**config.mk**
```make
export PLATFORM = sky130hd
export DESIGN_NAME = decode_ctrl_flat
export DESIGN_NICKNAME = d
export VERILOG_FILES = /design/src/rtl/decode_ctrl_pkg.sv /design/src/rtl/decode_ctrl_if.sv /design/src/rtl/decode_ctrl_opcode_decoder.sv /design/src/rtl/decode_ctrl.sv /design/src/flat_wrapper.sv
export SDC_FILE = /design/constraint.sdc
export NUM_CORES = 1
export LEC_CHECK = 0
export BUFFER_PORTS_ARGS = -buffer_cell sky130_fd_sc_hd__buf_2
export CAP_MARGIN = 25
export CORE_UTILIZATION = 48
export CTS_BUF_LIST = sky130_fd_sc_hd__clkbuf_8 sky130_fd_sc_hd__clkbuf_16
export DETAILED_ROUTE_END_ITERATION = 16
export PLACE_DENSITY_LB_ADDON = 0.3
export SYNTH_ARGS = -nofsm -noshare
export SYNTH_HDL_FRONTEND = slang
export SYNTH_SLANG_ARGS = --single-unit
```
**constraint.sdc**
```tcl
create_clock -name clk -period 2.4 [get_ports clk]
set_input_delay 0.36 -clock clk [delete_from_list [all_inputs] [get_ports clk]]
set_output_delay 0.36 -clock clk [all_outputs]
set_load 0.02 [all_outputs]
```
**src/rtl/decode_ctrl_pkg.sv**
```systemverilog
// Shared decode definitions: opcode constants, immediate-format encodings
// (also consumed by the sign-extender) and the decode-stage FSM states.
package decode_pkg;

  localparam logic [6:0] OP_IMM    = 7'b0010011;
  localparam logic [6:0] OP_LOAD   = 7'b0000011;
  localparam logic [6:0] OP_JALR   = 7'b1100111;
  localparam logic [6:0] OP_STORE  = 7'b0100011;
  localparam logic [6:0] OP_BRANCH = 7'b1100011;
  localparam logic [6:0] OP_JAL    = 7'b1101111;
  localparam logic [6:0] OP_LUI    = 7'b0110111;
  localparam logic [6:0] OP_AUIPC  = 7'b0010111;
  localparam logic [6:0] OP_REG    = 7'b0110011;

  localparam logic [2:0] IMM_I = 3'b000;
  localparam logic [2:0] IMM_S = 3'b001;
  localparam logic [2:0] IMM_B = 3'b010;
  localparam logic [2:0] IMM_J = 3'b011;
  localparam logic [2:0] IMM_U = 3'b100;

  localparam logic [31:0] NOP_INSTR = 32'h0000_0013;

  typedef enum logic [1:0] {
    EMPTY = 2'b00,
    FULL  = 2'b01,
    HAZ   = 2'b10
  } dstate_e;

endpackage

```
**src/rtl/decode_ctrl_if.sv**
```systemverilog
// Fetch-side and ID/EX-side handshake bundle of the decode stage.
// master = surrounding pipeline, slave = decode_ctrl.
interface decode_ctrl_if #(parameter int XLEN = 32);
  logic            if_valid;
  logic [XLEN-1:0] if_instr;
  logic [XLEN-1:0] if_pc;
  logic            id_ready;
  logic            ex_ready;
  logic            id_valid;
  logic [XLEN-1:0] id_pc;
  logic [24:0]     imm_in;
  logic [2:0]      imm_src;
  logic [4:0]      id_rs1;
  logic [4:0]      id_rs2;
  logic [4:0]      id_rd;
  logic            illegal;

  modport master (
    output if_valid, if_instr, if_pc, ex_ready,
    input  id_ready, id_valid, id_pc, imm_in, imm_src,
           id_rs1, id_rs2, id_rd, illegal
  );

  modport slave (
    input  if_valid, if_instr, if_pc, ex_ready,
    output id_ready, id_valid, id_pc, imm_in, imm_src,
           id_rs1, id_rs2, id_rd, illegal
  );
endinterface

```
**src/rtl/decode_ctrl_opcode_decoder.sv**
```systemverilog
// Combinational opcode classifier: immediate format, source-register usage
// and illegal-opcode flag (ungated; the caller qualifies it with occupancy).
module opcode_decoder
  import decode_pkg::*;
(
  input  logic [6:0] opcode,
  output logic [2:0] imm_src,
  output logic       uses_rs1,
  output logic       uses_rs2,
  output logic       illegal
);

  always_comb begin
    imm_src  = IMM_I;
    uses_rs1 = 1'b0;
    uses_rs2 = 1'b0;
    illegal  = 1'b0;
    case (opcode)
      OP_IMM, OP_LOAD, OP_JALR: begin
        imm_src  = IMM_I;
        uses_rs1 = 1'b1;
      end
      OP_STORE: begin
        imm_src  = IMM_S;
        uses_rs1 = 1'b1;
        uses_rs2 = 1'b1;
      end
      OP_BRANCH: begin
        imm_src  = IMM_B;
        uses_rs1 = 1'b1;
        uses_rs2 = 1'b1;
      end
      OP_JAL:          imm_src = IMM_J;
      OP_LUI, OP_AUIPC: imm_src = IMM_U;
      // R-type has no immediate; the default format I is left unchanged
      OP_REG: begin
        uses_rs1 = 1'b1;
        uses_rs2 = 1'b1;
      end
      default: illegal = 1'b1;
    endcase
  end

endmodule

```
**src/rtl/decode_ctrl.sv**
```systemverilog
// Decode-stage controller: IF/ID register, immediate-format decode, load-use
// bubble insertion and flush. Optional counters under DECODE_CTRL_PERF_EN.
module decode_ctrl
  import decode_pkg::*;
#(
  parameter int XLEN   = 32,
  parameter int PERF_W = 32
) (
  input  logic              clk,
  input  logic              rst_n,
  decode_ctrl_if.slave      bus,
  input  logic              flush,
  input  logic              idex_mem_read,
  input  logic [4:0]        idex_rd,
  output logic              load_use_stall,
  output logic [1:0]        state,
  output logic [PERF_W-1:0] perf_stall_cnt,
  output logic [PERF_W-1:0] perf_flush_cnt
);

  dstate_e         state_p1, state_nx;
  logic [XLEN-1:0] instr_p1;
  logic [XLEN-1:0] pc_p1;

  logic       full, hazard, fire, capture, ready;
  logic [2:0] imm_src_d;
  logic       uses_rs1, uses_rs2, illegal_d;
  logic [4:0] rs1, rs2;

  opcode_decoder u_dec (
    .opcode   (instr_p1[6:0]),
    .imm_src  (imm_src_d),
    .uses_rs1 (uses_rs1),
    .uses_rs2 (uses_rs2),
    .illegal  (illegal_d)
  );

  assign full = (state_p1 != EMPTY);
  assign rs1  = instr_p1[19:15];
  assign rs2  = instr_p1[24:20];

  assign hazard = full & idex_mem_read & (idex_rd != 5'd0) &
                  ((uses_rs1 & (rs1 == idex_rd)) | (uses_rs2 & (rs2 == idex_rd)));

  assign load_use_stall = hazard & ~flush;
  assign bus.id_valid   = full & ~hazard & ~flush;
  assign fire           = bus.id_valid & bus.ex_ready;
  assign ready          = ~full | fire | flush;
  assign capture        = bus.if_valid & ready & ~flush;

  // A stall that clears leaves the same instruction to be issued, so HAZ
  // then follows the FULL rules; otherwise a fired instruction would linger.
  always_comb begin
    state_nx = state_p1;
    if (flush) begin
      state_nx = EMPTY;
    end else begin
      case (state_p1)
        EMPTY:     if (capture) state_nx = FULL;
        FULL, HAZ: begin
          if (hazard)    state_nx = HAZ;
          else if (fire) state_nx = capture ? FULL : EMPTY;
          else           state_nx = FULL;
        end
        default:   state_nx = EMPTY;
      endcase
    end
  end

  // ---- IF/ID register stage ----
  always_ff @(posedge clk or negedge rst_n) begin
    if (!rst_n) begin
      state_p1 <= EMPTY;
      instr_p1 <= XLEN'(NOP_INSTR);
      pc_p1    <= '0;
    end else begin
      state_p1 <= state_nx;
      if (capture) begin
        instr_p1 <= bus.if_instr;
        pc_p1    <= bus.if_pc;
      end
    end
  end

  assign bus.id_ready = ready;
  assign bus.id_pc    = pc_p1;
  assign bus.imm_in   = instr_p1[31:7];
  assign bus.imm_src  = imm_src_d;
  assign bus.id_rs1   = rs1;
  assign bus.id_rs2   = rs2;
  assign bus.id_rd    = instr_p1[11:7];
  assign bus.illegal  = full & illegal_d;
  assign state        = state_p1;

`ifdef DECODE_CTRL_PERF_EN
  function automatic logic [PERF_W-1:0] sat_inc(input logic [PERF_W-1:0] v);
    return (&v) ? v : v + PERF_W'(1);
  endfunction

  logic [PERF_W-1:0] stall_cnt_p1, flush_cnt_p1;

  always_ff @(posedge clk or negedge rst_n) begin
    if (!rst_n) begin
      stall_cnt_p1 <= '0;
      flush_cnt_p1 <= '0;
    end else begin
      if (load_use_stall) stall_cnt_p1 <= sat_inc(stall_cnt_p1);
      if (flush)          flush_cnt_p1 <= sat_inc(flush_cnt_p1);
    end
  end

  assign perf_stall_cnt = stall_cnt_p1;
  assign perf_flush_cnt = flush_cnt_p1;
`else
  assign perf_stall_cnt = '0;
  assign perf_flush_cnt = '0;
`endif

endmodule

```
**src/flat_wrapper.sv**
```systemverilog
// flat-port wrapper written by rule: the top's interface ports become plain ports
module decode_ctrl_flat import decode_pkg::*;
#(
  parameter int XLEN   = 32,
  parameter int PERF_W = 32
)
  (clk, rst_n, flush, idex_mem_read, idex_rd, load_use_stall, state, perf_stall_cnt, perf_flush_cnt, bus_if_valid, bus_if_instr, bus_if_pc, bus_ex_ready, bus_id_ready, bus_id_valid, bus_id_pc, bus_imm_in, bus_imm_src, bus_id_rs1, bus_id_rs2, bus_id_rd, bus_illegal);
  decode_ctrl_if #(.XLEN(XLEN)) bus_i ();
  input  logic clk;
  input  logic rst_n;
  input  logic flush;
  input  logic idex_mem_read;
  input  logic [4:0] idex_rd;
  output logic load_use_stall;
  output logic [1:0] state;
  output logic [PERF_W-1:0] perf_stall_cnt;
  output logic [PERF_W-1:0] perf_flush_cnt;
  input wire logic [$bits(bus_i.if_valid)-1:0] bus_if_valid;
  input wire logic [$bits(bus_i.if_instr)-1:0] bus_if_instr;
  input wire logic [$bits(bus_i.if_pc)-1:0] bus_if_pc;
  input wire logic [$bits(bus_i.ex_ready)-1:0] bus_ex_ready;
  output wire logic [$bits(bus_i.id_ready)-1:0] bus_id_ready;
  output wire logic [$bits(bus_i.id_valid)-1:0] bus_id_valid;
  output wire logic [$bits(bus_i.id_pc)-1:0] bus_id_pc;
  output wire logic [$bits(bus_i.imm_in)-1:0] bus_imm_in;
  output wire logic [$bits(bus_i.imm_src)-1:0] bus_imm_src;
  output wire logic [$bits(bus_i.id_rs1)-1:0] bus_id_rs1;
  output wire logic [$bits(bus_i.id_rs2)-1:0] bus_id_rs2;
  output wire logic [$bits(bus_i.id_rd)-1:0] bus_id_rd;
  output wire logic [$bits(bus_i.illegal)-1:0] bus_illegal;
  assign bus_i.if_valid = bus_if_valid;
  assign bus_i.if_instr = bus_if_instr;
  assign bus_i.if_pc = bus_if_pc;
  assign bus_i.ex_ready = bus_ex_ready;
  assign bus_id_ready = bus_i.id_ready;
  assign bus_id_valid = bus_i.id_valid;
  assign bus_id_pc = bus_i.id_pc;
  assign bus_imm_in = bus_i.imm_in;
  assign bus_imm_src = bus_i.imm_src;
  assign bus_id_rs1 = bus_i.id_rs1;
  assign bus_id_rs2 = bus_i.id_rs2;
  assign bus_id_rd = bus_i.id_rd;
  assign bus_illegal = bus_i.illegal;
  decode_ctrl #(.XLEN(XLEN), .PERF_W(PERF_W)) u_core (.clk(clk), .rst_n(rst_n), .bus(bus_i), .flush(flush), .idex_mem_read(idex_mem_read), .idex_rd(idex_rd), .load_use_stall(load_use_stall), .state(state), .perf_stall_cnt(perf_stall_cnt), .perf_flush_cnt(perf_flush_cnt));
endmodule
```
==> reports/qor.yml, run 1 <==
placed_design:
  dp_slack_ps: 172
  place_hpwl_mm: 8.25
  globalplace.congestion: 0.804
  port_buffers: 155
  dp_cells: 745
die:
  die_w_um: 102
  rows: 36
  die_area_um2: 10500
  start_util_pct: 49.3
  core_um2: 9770
  die_y_um: 102
  ios: 220
yosys:
  ys_ff_latch: 66
  seq_area_frac_synth_pct: 34.3
  syn_area_um2: 4820
  ys.flop_type: "dfrtp_1"
  synth_top_cell_by_area: "dfrtp_1"
  synth-edff-count: 0
  ys_types: 37
  synth_top_area_share_pct: 32.7
  synthTopCellsByCount: "nand2_1 (133), buf_4 (105), o211ai_1 (65)"
  synth_area_leaders: "dfrtp_1 (33%), buf_4 (16%), o211ai_2 (15%)"
  yosysWarnings: 0
  syn-instance-count: 521
  synthArstFlopShare_pct: 100
  postSynthAreaPerCell_um2: 9.26
  yosysMostFrequentCell: "nand2_1"
cts:
  htreeDepth: 3
  cts_tree: "built"
  clk_path_buf_depth: 2
  cts.clk_slew.worst_paths_ps: 70
  clkLatencyLatePin_ps: 360
  ctsRootBufferMaster: "clkbuf_8"
  cts_made_buffers: 9
  cts.sinks: 66
timing:
  fmax_mhz: 419
  timing.final.ws_setup_ps: 16.0
  clock_skew_ps: 10.4
  fin_crit_ps: 2380
  worstMarginPinSlew_ps: 542
  timing.final.crit_share_pct: 99.3
  setup_violations: 0
  holdWs_ps: 239
  finalHoldViolCount: 0
  drv_slew: 0
  setup_tns_ps: 0
  rsz0062_at_grt: "true"
  maxSlewHeadroom_pct: 63.8
detailed_routing:
  drtIter0Drc: 119
  drt-wirelength-per-cell_um: 15.6
  drc: 0
  dr.pass1.iters: 4
  viasPerCell: 5.34
  finalWirelength_mm: 12.1
  postRouteAntennaNets: 0
  dr_total_vias: 4116
finish:
  fill_cells: 944
  regArea_um2: 1660
  stdcell_count: 771
  area_growth_pct: 12.6
  drive_gt1_share_pct: 42.4
  multi_input_area_um2: 2390
  fin_nets: 710
setup_path:
  crit_chain: "xnor2_1 -> nand4b_1 -> nor4_4 -> o21ai_2 -> a211o_1 -> buf_6"
  crit_path_end_kind: "output pin"
  cp-start-kind: "register"
  max_stage_delay_ps: 420
  crit_buf_inv: 1
  cp_slowest_cell: "dfrtp_1"
  crit_family: "simple AND/OR/NAND/NOR gates"
  cp.required_ps: 2040
  critPathKind: "register to output pin"
  crit_arrival_ps: 2020
  crit_fanout: 4
pwr:
  p_seq_share_pct: 41.7
  pwr-share-clk_pct: 23.4
  pwr-share-comb_pct: 34.9
  switching_share_pct: 39.6
  power_leakage_nw: 2.72
  powerDensity_nw_per_um2: 667
  ir_worst_vdd_v: 0.000252
  p_sw_mw: 1.44
  internal-power_mw: 2.19
hold_path:
  hold_class: "input port to register"
grt:
  antenna_found_initial: 1
  first_global_vias: 3900
  grt_pass1_wl_mm: 18.9
  grt.total_usage_pct: 23.6
  grt_overflow_total: 0
  grt_max_degree: 47
run_status:
  run_status: "finished, final reports clean"
flow_run:
  max_cap_viol_count: 0
==> worst min-delay path, cell delays in order <==
cell	delay [ps]
buf_2	100
nand2_1	60
o211ai_2	70
==> layout make-up <==
class                           count  share of cell area, %
Clock buffer                       11                   2.79
Timing Repair Buffer              183                   19.0
Inverter                            3                  0.207
Antenna cell                        1                 0.0461
Tap cell                          133                   3.06
Multi-Input combinational cell    370                   44.1
Clock inverter                      4                  0.346
Sequential cell                    66                   30.5
==> per-layer routing <==
| metal | global-route usage (%) | vias up | wire length, um |
|---|---|---|---|
| li1 | - | 1873 | - |
| met1 | 28.1 | 2050 | 4980 |
| met2 | 40.3 | 168 | 6030 |
| met3 | 4.58 | 25 | 721 |
| met4 | 12.3 | 0 | 328 |
| met5 | 0 | - | 0 |
==> power groups by stage <==
stage                     Combinational (mW)  Clock, mW  Sequential [mW]
after floorplan                        0.962          0             1.60
after global placement                  1.21          0             1.51
after detailed placement                1.24          0             1.53
after CTS                               1.26      0.868             1.51
after global routing                    1.38      0.912             1.54
final                                   1.26      0.849             1.51
==> final timing paths <==
check	startpoint	endpoint	slack, ps	depth (start not counted)
worst min-delay path	bus_if_instr[4]	u_core.instr_p1[4]	240	3
worst min register to register	u_core.instr_p1[26]	u_core.instr_p1[26]	530	2
worst max register to register	u_core.instr_p1[20]	u_core.instr_p1[18]	90	9
min in group asynchronous	rst_n	u_core.instr_p1[25]	520	2
max in group asynchronous	rst_n	u_core.bus.id_pc[17]	1110	3
worst max-delay path	u_core.instr_p1[20]	bus_id_ready	20	6
==> cell usage in the layout (no fill, tap or decap), types with 3 or more instances in the layout <==
cell	count
buf_6	3
conb_1	64
o211ai_2	58
dfrtp_1	63
buf_2	152
clkinv_2	3
o211ai_1	65
nand2_1	133
xnor2_1	7
nor2_1	6
inv_1	4
clkbuf_8	11
dfstp_2	3
xor2_1	4
buf_4	25
nand3_1	5
==> flip-flops by register name, summed over array words and instances, names as in the netlist <==
signal,flops
u_core.state,2
u_core.bus.id_pc,32
u_core.instr_p1,32
==> cells by family (layout without fill, tap and decap cells) <==
kind of cell / Yosys count / after routing / synth area share [%]
compound gates: 133 / 133 / 26.9
xor+xnor: 11 / 11 / 2.00
fa+ha+maj: 2 / 2 / 0.519
buf+inv: 148 / 201 / 21.7
flops: 66 / 66 / 34.3
other cells: 1 / 65 / 0.0777
simple gates: 160 / 160 / 14.5
==> timing repair <==
item | 4_1_cts | 5_1_grt
setup buffers | 6 | 3
hold buffers | 1 | 0
gates resized for setup | 10 | 3
setup endpoints to repair | 2 | 3
pin swaps | 5 | 6
endpoints found under the hold margin | 13 | 0
==> metrics by stage <==
step | instance area [um^2] | util [%] | power (mW)
after floorplan | 5060 | - | 2.56
after global placement | 5130 | 52.5 | 2.72
after detailed placement | 5130 | 52.5 | 2.77
after CTS | 5390 | 55.2 | 3.64
after global routing | 5430 | 55.5 | 3.83
final | 5430 | 55.6 | 3.62
Note: power is estimated with default switching activity, not from simulation.
==> run 2, diff against run 1 <==
--- a/config.mk
+++ b/config.mk
@@ -5,9 +5,10 @@
 export SDC_FILE = /design/constraint.sdc
 export NUM_CORES = 1
 export LEC_CHECK = 0
+export ABC_AREA = 1
 export BUFFER_PORTS_ARGS = -buffer_cell sky130_fd_sc_hd__buf_2
 export CAP_MARGIN = 25
-export CORE_UTILIZATION = 48
+export CORE_UTILIZATION = 46
 export CTS_BUF_LIST = sky130_fd_sc_hd__clkbuf_8 sky130_fd_sc_hd__clkbuf_16
 export DETAILED_ROUTE_END_ITERATION = 16
 export PLACE_DENSITY_LB_ADDON = 0.3
==> reports/qor.yml, run 2 <==
placed_design:
  dp_cells: 692  # -7.1%
  globalplace.congestion: 0.820  # +2.0%
  port_buffers: 155  # unchanged
  dp_slack_ps: 356  # +184 ps
  post_dp_cell_area_um2: 4450  # -13%
  place_hpwl_mm: 6.44  # -22%
cts:
  ctsRootBufferMaster: "clkbuf_8"
  cts.sinks: 66  # unchanged
  clkLatencyLatePin_ps: 340  # -20 ps
  cts_tree: "built"
  cts.clk_slew.worst_paths_ps: 80  # about the same
  clk_path_buf_depth: 2  # unchanged
  cts_made_buffers: 9  # unchanged
  htreeDepth: 3  # unchanged
timing:
  setup_violations: 0  # unchanged
  setup_tns_ps: 0  # unchanged
  drv_slew: 0  # unchanged
  holdWs_ps: -2.53  # -241 ps
  finalHoldViolCount: 2  # +2
  clock_skew_ps: 9.33  # -1.04 ps
  timing.final.ws_setup_ps: 184  # +168 ps
  maxSlewHeadroom_pct: 63.4  # -0.48 points
  rsz0062_at_grt: "false"
  timing.final.crit_share_pct: 92.3  # -7.0 points
  worstMarginPinSlew_ps: 550  # +7.18 ps
  fin_crit_ps: 2220  # -168 ps
  fmax_mhz: 451  # +7.6%
setup_path:
  crit_arrival_ps: 1860  # -160 ps
  cp_slowest_cell: "dfstp_2"
  cp.required_ps: 2040  # about the same
  cp-start-kind: "register"
  cpMostUsedCell: "nor2_2"
  r2r_start: "u_core.instr_p1[1]"
  critPathKind: "register to output pin"
  crit_family: "simple AND/OR/NAND/NOR gates"
  crit_start: "u_core.instr_p1[1]"
  crit_path_end_kind: "output pin"
  crit_fanout: 4  # unchanged
  max_stage_delay_ps: 530  # +110 ps
  crit_buf_inv: 1  # unchanged
  crit_chain: "nand2_1 -> nor2_2 -> nand2_1 -> nor2_2 -> nor2_1 -> nor2_2 -> nand2_2 -> nand3_4 -> nand2_8 -> buf_6"
finish:
  mostFrequentLayoutCells: "nand2_1 (160), buf_2 (154), conb_1 (64), dfrtp_1 (63), nand3_2 (50)"
  fill_cells: 830  # -12%
  final_common_cell: "nand2_1"
  drive_gt1_share_pct: 41.2  # -1.2 points
  num_antenna_cells: 0  # -1
  area_growth_pct: 14.0
  final_cell_area_um2: 4740  # -13%
  stdcell_count: 712  # -7.7%
  fin_nets: 676  # -4.8%
hold_path:
  hold_class: "input port to asynchronous set/reset pin"
grt:
  grt_pass1_wl_mm: 14.3  # -25%
  first_global_vias: 2996  # -23%
  grt_max_degree: 55  # +17%
  grt.total_usage_pct: 19.0  # -4.6 points
  grt_overflow_total: 0  # unchanged
  antenna_found_initial: 0  # -1
yosys:
  synth_top_cell_by_area: "dfrtp_1"
  syn_area_um2: 4160  # -14%
  yosysWarnings: 0  # unchanged
  synthArstFlopShare_pct: 100  # unchanged
  ys_ff_latch: 66  # unchanged
  yosysMostFrequentCell: "nand2_1"
  synthTopCellsByCount: "nand2_1 (161), buf_4 (106), dfrtp_1 (63)"
  synth_area_leaders: "dfrtp_1 (38%), buf_4 (19%), nand2_1 (15%)"
  postSynthAreaPerCell_um2: 8.61  # -7.0%
  synth_top_area_share_pct: 37.9  # +5.2 points
  syn-instance-count: 483  # -7.3%
  seq_area_frac_synth_pct: 39.8  # +5.5 points
  synth-edff-count: 0  # unchanged
  ys_types: 30  # -19%
  ys.flop_type: "dfrtp_1"
detailed_routing:
  finalWirelength_mm: 8.79  # -27%
  drt-wirelength-per-cell_um: 12.4  # -21%
  drtIter0Drc: 116  # -2.5%
  dr_total_vias: 3159  # -23%
  viasPerCell: 4.44  # -17%
  postRouteAntennaNets: 0  # unchanged
  dr.pass1.iters: 4  # unchanged
  drc: 0  # unchanged
pwr:
  ir_worst_vdd_v: 0.000350  # +39%
  power_leakage_nw: 2.74  # +0.47%
  powerDensity_nw_per_um2: 753  # +13%
flow_run:
  max_cap_viol_count: 0  # unchanged
die:
  start_util_pct: 47.7  # -1.6 points
  core_um2: 8720  # -11%
  die_area_um2: 9430  # -9.8%
  ios: 220  # unchanged
  die_w_um: 97.1  # -5.0%
  die_y_um: 97.1  # -5.0%
  rows: 34  # -5.6%
run_status:
  run_status: "finished, violations left"
  violations: "negative hold slack"
-- run 2: changes by cell type after synthesis, sizes merged, moves of 8 or more --
cell and change:
nor2 +8, nand2 +31, clkbuf -27, nand3 +62
o211ai -123, inv +20
-- run 2: area by class of cell --
class | count | area (um^2) | share of cell area, %
Tap cell | 108 | 135 | 2.85
Clock inverter | 7 | 93.8 | 1.98
Multi-Input combinational cell | 331 | 1710 | 36.1
Clock buffer | 9 | 124 | 2.61
Sequential cell | 66 | 1660 | 34.9
Inverter | 25 | 93.8 | 1.98
Timing Repair Buffer | 166 | 927 | 19.5
-- run 2: stage by stage --
stage | utilization [%] | power (mW) | hold slack [ps]
after detailed placement | 51.0 | 2.54 | 385
after global placement | 51.0 | 2.52 | 376
after global routing | 54.4 | 3.78 | 15.5
after CTS | 53.5 | 3.59 | 4.18
after floorplan | - | 2.40 | 64.4
final | 54.4 | 3.57 | -2.53
-- run 2: cells by family (layout without fill, tap and decap cells) --
group	Yosys count	after routing	synth area share (%)
simple gates	253	253	31.9
buf+inv	149	207	25.5
flops	66	66	39.8
compound gates	7	7	1.08
xor+xnor	5	5	1.05
fa+ha+maj	2	2	0.601
other cells	1	64	0.0901
-- run 2: per-layer routing --
metal	GRT usage, %	vias to the layer above	share of wire [%]
li1	-	1563	-
met1	23.1	1440	42
met2	32.5	145	49
met3	4.68	11	7.7
met4	7.00	0	1.5
met5	0	-	0
-- run 2: final timing paths --
check | to | slack (ps) | cells after the start
max in group asynchronous | u_core.instr_p1[4] | 1730 | 2
max reg2reg | u_core.bus.id_pc[25] | 260 | 14
min in group clk | u_core.instr_p1[4] | 230 | 3
min | u_core.bus.id_pc[5] | -3 | 1
max | bus_id_ready | 180 | 10
min reg2reg | u_core.instr_p1[0] | 470 | 2
-- run 2: repair_timing --
item	in CTS	in global routing
setup buffers	0	4
gates resized for setup	0	8
setup endpoints to repair	0	2
hold buffers	0	0
-- run 2: power by group --
part	internal (mW)	switching, mW	leakage, nW
registers	1.30	0.128	0.814
clock network	0.585	0.456	0.111
logic	0.357	0.746	1.81
